<file path="src/rtl/rib_arbiter.sv">
// Purpose     : RIB bus arbiter. Picks one of NUM_M masters (round-robin, with an optional
//               absolute-priority master), holds the grant until ack, and aborts hung transfers.
// Latency     : grant 1 cycle after request; back-to-back re-arbitration on the ending edge.
// Backpressure: hold[i] stalls master i until its transfer is acked. A timeout frees the bus.
// Ports:
//   clk, rst         rising-edge clock, asynchronous active-low reset
//   req_i[NUM_M]     per-master request, held until the master sees hold_o drop
//   ack_i            selected slave completes the current transfer this cycle
//   grant_o          registered index of the bus owner (mux select)
//   grant_vld_o      bus owned / grant_o valid
//   hold_o[NUM_M]    per-master stall (combinational)
//   timeout_o        one-cycle pulse when a transfer is aborted by timeout
module rib_arbiter #(
  parameter int NUM_M   = 4,
  parameter int HP_EN   = 1,
  parameter int HP_ID   = 3,
  parameter int TIMEOUT = 16
) (
  input  logic                     clk,
  input  logic                     rst,
  input  logic [NUM_M-1:0]         req_i,
  input  logic                     ack_i,
  output logic [$clog2(NUM_M)-1:0] grant_o,
  output logic                     grant_vld_o,
  output logic [NUM_M-1:0]         hold_o,
  output logic                     timeout_o
);

  localparam int GW = $clog2(NUM_M);
  localparam int CW = $clog2(TIMEOUT);

  typedef enum logic {IDLE = 1'b0, BUSY = 1'b1} state_t;

  state_t          state;
  logic [GW-1:0]   last;
  logic [CW-1:0]   cnt;

  // Round-robin scan starts just after the previous owner, so that owner is
  // checked last. The priority master overrides the scan whenever it requests.
  function automatic logic [GW-1:0] pick(input logic [NUM_M-1:0] r,
                                         input logic [GW-1:0]    lst);
    logic [GW-1:0] w;
    logic          found;
    int            idx;
    w     = lst;
    found = 1'b0;
    for (int k = 1; k <= NUM_M; k++) begin
      idx = (int'(lst) + k) % NUM_M;
      if (!found && r[idx]) begin
        w     = GW'(idx);
        found = 1'b1;
      end
    end
    if (HP_EN != 0 && r[HP_ID]) w = GW'(HP_ID);
    return w;
  endfunction

  logic [NUM_M-1:0] owner_oh;
  logic [NUM_M-1:0] req_rest;
  logic             to_hit;
  logic             xfer_end;
  logic [GW-1:0]    win_idle;
  logic [GW-1:0]    win_busy;

  always_comb begin
    owner_oh = NUM_M'(1) << grant_o;
    // Ack wins over timeout: a transfer acked on its last allowed cycle is a normal completion.
    to_hit   = (cnt == CW'(TIMEOUT - 1)) && !ack_i;
    xfer_end = ack_i || !req_i[grant_o] || to_hit;
    // The ending owner is excluded from the same-edge re-arbitration: either it was just
    // served (ack), it has withdrawn (bit already 0), or it timed out and must yield.
    req_rest = req_i & ~owner_oh;
    win_idle = pick(req_i, last);
    win_busy = pick(req_rest, grant_o);
    hold_o   = req_i & ~({NUM_M{grant_vld_o & ack_i}} & owner_oh);
  end

  always_ff @(posedge clk or negedge rst) begin
    if (!rst) begin
      state       <= IDLE;
      grant_o     <= '0;
      grant_vld_o <= 1'b0;
      timeout_o   <= 1'b0;
      cnt         <= '0;
      last        <= GW'(NUM_M - 1);
    end else begin
      timeout_o <= 1'b0;
      case (state)
        IDLE: begin
          if (|req_i) begin
            grant_o     <= win_idle;
            grant_vld_o <= 1'b1;
            cnt         <= '0;
            state       <= BUSY;
          end else begin
            grant_vld_o <= 1'b0;
          end
        end
        BUSY: begin
          if (xfer_end) begin
            last      <= grant_o;
            cnt       <= '0;
            timeout_o <= to_hit;
            if (|req_rest) begin
              grant_o <= win_busy;
            end else begin
              grant_vld_o <= 1'b0;
              state       <= IDLE;
            end
          end else begin
            cnt <= cnt + 1'b1;
          end
        end
        default: state <= IDLE;
      endcase
    end
  end

endmodule

</file>
<file path="config.mk">
export PLATFORM = sky130hd
export DESIGN_NAME = rib_arbiter
export DESIGN_NICKNAME = d
export VERILOG_FILES = /design/src/rtl/rib_arbiter.sv
export SDC_FILE = /design/constraint.sdc
export NUM_CORES = 1
export LEC_CHECK = 0
export BUFFER_PORTS_ARGS = -buffer_cell sky130_fd_sc_hd__buf_2
export CAP_MARGIN = 20
export CORE_MARGIN = 2
export CORE_UTILIZATION = 50
export CTS_CLUSTER_DIAMETER = 80
export DETAILED_ROUTE_END_ITERATION = 8
export MAX_ROUTING_LAYER = met4
export PLACE_DENSITY = 0.71
export SLEW_MARGIN = 20
export SYNTH_ARGS = -nofsm -noshare
export SYNTH_HDL_FRONTEND = slang
export SYNTH_SLANG_ARGS = --single-unit
</file>
<file path="constraint.sdc">
create_clock -name clk -period 5.7 [get_ports clk]
set_clock_uncertainty 0.05 [all_clocks]
set_input_delay 0.57 -clock clk [delete_from_list [all_inputs] [get_ports clk]]
set_output_delay 0.57 -clock clk [all_outputs]
set_load 0.02 [all_outputs]
</file>
==> impl_results.md <==
- Area contributors post-synth: dfrtp_1, mux4_2, ha_1
- H-tree depth: 1
- Tightest Hold Check Type: input port to asynchronous set/reset pin
- Post-Syn Nets: 113
- Worst skew pair latency: 0.26 ns
- Largest net degree at the start of global routing: 15
- Critical Path AT: 2.95 ns
- Top FF cell, synth: dfrtp_1
- Global-route wire length before repair: 3.670 mm
- Clk slew on worst S/H paths: 0.07 ns
- Post_cts resized: 0
- ANT cells: 0
- Initial DRC Count: 6
- Met3 wire length: 35 um
- Multi-input gate area: 670.6 sq um
- Initial antenna violation count: 0
- Maxcap violations: 0
- CP Data Required Time: 5.80 ns
- Die Y: 49.22 um
- Max FO, Critical Path: 14
- Critical path cell sequence: inv_1, ha_1, mux4_2, nand3b_4, nor4b_2, a311oi_1, mux2_4
- Synth Area in XOR/XNOR: 0
- Synthesized area: 1022 sq um
- Die area: 2422 sq um
- Synth cell types: 45
- Root buf cell: clkbuf_4
- CP Capture Type: register
- Fin. max-slew vios: 0
- Vias in the first global route: 773
- Worst vdd ir: 0.2362 mV
- Fraction of layout cells with a size suffix above 1: 0.2832
- Final Hold Vio Count: 0
- Max Used Layer: met3
- Chip width: 49.22 um
- FFs w/ async S/R, synth: 1.000
- Clock Tree Buf Depth: 2
- CTS buffer count: 3
- Metal-1 WL: 1.041 mm
- Yosys top cell area share: 0.2203
- Period utilisation layout: 0.5009
- IO Port Bufs: 14
- CTS tree: built
- Io pins: 15
- Outcome: complete, no violations
- Hold_buf cts: 0
- CORE AREA: 1942 sq um
- Pwr per Cell Area: 511.1 nW/um^2
- R2R depth: 7
- Met2 wire len: 1.064 mm
- Slowest stage delay, CP: 0.71 ns
- Area growth, synth to finish: 7.344%
- Leakage: 0.4705 nW
- Nets@finish: 126
- Gate Count Post-Synth: 101
- Setup total negative slack: 0 ns
- # fillers: 182
- Fmax: 350.2 MHz
- Iteration count of the initial detailed-routing pass: 4
- Synth Register Bits: 11
- Post-synth EDFFs: 0
- CP Launch Type: register
- Simple-gate share of the synthesized area: 0.2387
- Critical path class: register to register
- Clock sinks: 11
- Post-synth top area cell: dfrtp_1
- Setup Fix Bufs, Post-CTS: 0
- Largest family of logic cells by synthesized area: simple AND/OR/NAND/NOR gates
- Place WS: 2.865 ns
- Drc violations: 0
- Register area: 277.8 sq um
- Num rows: 16
- Mean Syn Cell Area: 10.12 sq um
- Register area share after synthesis: 0.2717
- Slew @ Worst Pin: 0.9950 ns
- Slew headroom: 0.3273
- Routability Congestion: 0.8890
- Post-detail-place hpwl: 1.625 mm
- GRT Residual Overflow: 0
- Initial core utilization: 0.5264
- Slowest-stage cell, CP: dfrtp_1
- Count of final setup violators: 0
- Vias after detailed routing: 832
- Post-DRT Antenna Nets: 0
- RSZ-0062 raised after global routing: no
- Post-synthesis mux area share: 0.1542
- DR WL/cell: 15.29 um
- Synth Area in Adders: 0.06120
- Yosys warnings: 0
- GRT Overall Usage: 0.1965
- Compound-Gate Fraction of Synth Area: 0.2020
- Min cycle time layout: 2.855 ns
- Final WS setup: 2.845 ns
- Vias/cell: 5.943
- Routed WL: 2.141 mm
- Worst hold slack: 0.1102 ns
worst paths after layout:
kind / startpoint / slack (ns) / to
setup / recovery: grant_o[0]$_DFFE_PN0P_ / 2.84 / grant_o[1]$_DFFE_PN0P_
hold / removal: rst / 0.11 / grant_o[0]$_DFFE_PN0P_
setup reg to reg: grant_o[0]$_DFFE_PN0P_ / 2.84 / grant_o[1]$_DFFE_PN0P_
hold reg to reg: cnt[3]$_DFFE_PN0P_ / 0.45 / cnt[3]$_DFFE_PN0P_
max in group asynchronous: rst / 5.23 / last[0]$_DFFE_PN1P_
min in group clk: ack_i / 0.43 / timeout_o$_DFF_PN0_
final cells by class:
type | count | share of cell area
inverter | 5 | 0.01710
timing repair buffer | 14 | 0.06385
tap | 27 | 0.03079
clock buffer | 4 | 0.02395
sequential | 11 | 0.2531
multi-input combinational | 79 | 0.6112
synthesized netlist by cell type (3+ instances only):
cell type	count
nor2_1	3
nor2b_1	6
mux4_2	5
a21oi_1	3
buf_6	4
nand2_1	6
inv_1	5
dfrtp_1	9
a21boi_0	3
ha_1	5
mux2i_1	3
nand3_1	3
o21ai_0	8
report_power, final:
part           internal (mW)  switching, mW  leakage [nW]
clock network         0.0270         0.0249        0.0150
registers              0.109         0.0536         0.133
logic                  0.177          0.169         0.322
total                  0.313          0.248         0.470
cells by family (layout without fill, tap and decap cells):
family,after synthesis,in the layout
flops,11,11
compound gates,29,29
simple gates,36,36
fa+ha+maj,5,5
buf+inv,11,23
mux,9,9
layer usage:
| metal | up-vias | global-route usage |
|---|---|---|
| met2 | 10 | 0.3108 |
| met3 | 0 | 0.03681 |
| li1 | 404 | - |
| met4 | 0 | 0.01429 |
| met1 | 418 | 0.2733 |
| met5 | - | - |
state kept, by name (all words and copies together), names as in the netlist:
| name | flops |
|---|---|
| cnt | 4 |
| grant_o | 2 |
| grant_vld_o | 1 |
| last | 2 |
| state | 1 |
| timeout_o | 1 |
layout by cell type, fill, tap and decap left out, drive strengths merged:
master / instances
a31o: 1
nor2: 5
nand2b: 1
nor4b: 2
a21boi: 3
a2111oi: 1
a22oi: 1
nand2: 6
a21oi: 3
dfrtp: 9
dfstp: 2
buf: 14
nand3: 3
and2: 2
a311oi: 1
nor4: 1
nand3b: 1
ha: 5
o21ai: 9
o21a: 1
o31a: 1
o221ai: 1
nor3: 3
or2b: 2
o31ai: 2
o211ai: 1
mux2i: 3
nor2b: 6
mux2: 1
or4: 1
a32o: 1
nor3b: 1
inv: 5
a2bb2oi: 1
and3b: 1
clkbuf: 4
and3: 1
mux4: 5
a2111o: 1
a31oi: 1
critical path, delay by kind of cell, from the launching register on:
| family | cells | cell delay [ns] |
|---|---|---|
| mux | 2 | 0.84 |
| flops | 1 | 0.71 |
| simple gates | 2 | 0.47 |
| fa+ha+maj | 1 | 0.42 |
| buf+inv | 1 | 0.17 |
| compound gates | 1 | 0.08 |
metrics by stage:
stage               utilization  instance area, sq um  power, mW  std cells
floorplan                     -                  1022     0.4432        101
global placement         0.5515                  1071     0.5001        136
detailed placement       0.5515                  1071     0.5089        136
CTS                      0.5651                  1097     0.5616        140
global route             0.5651                  1097     0.6062        140
finish                   0.5651                  1097     0.5608        140
(Power assumes the default switching activity.)
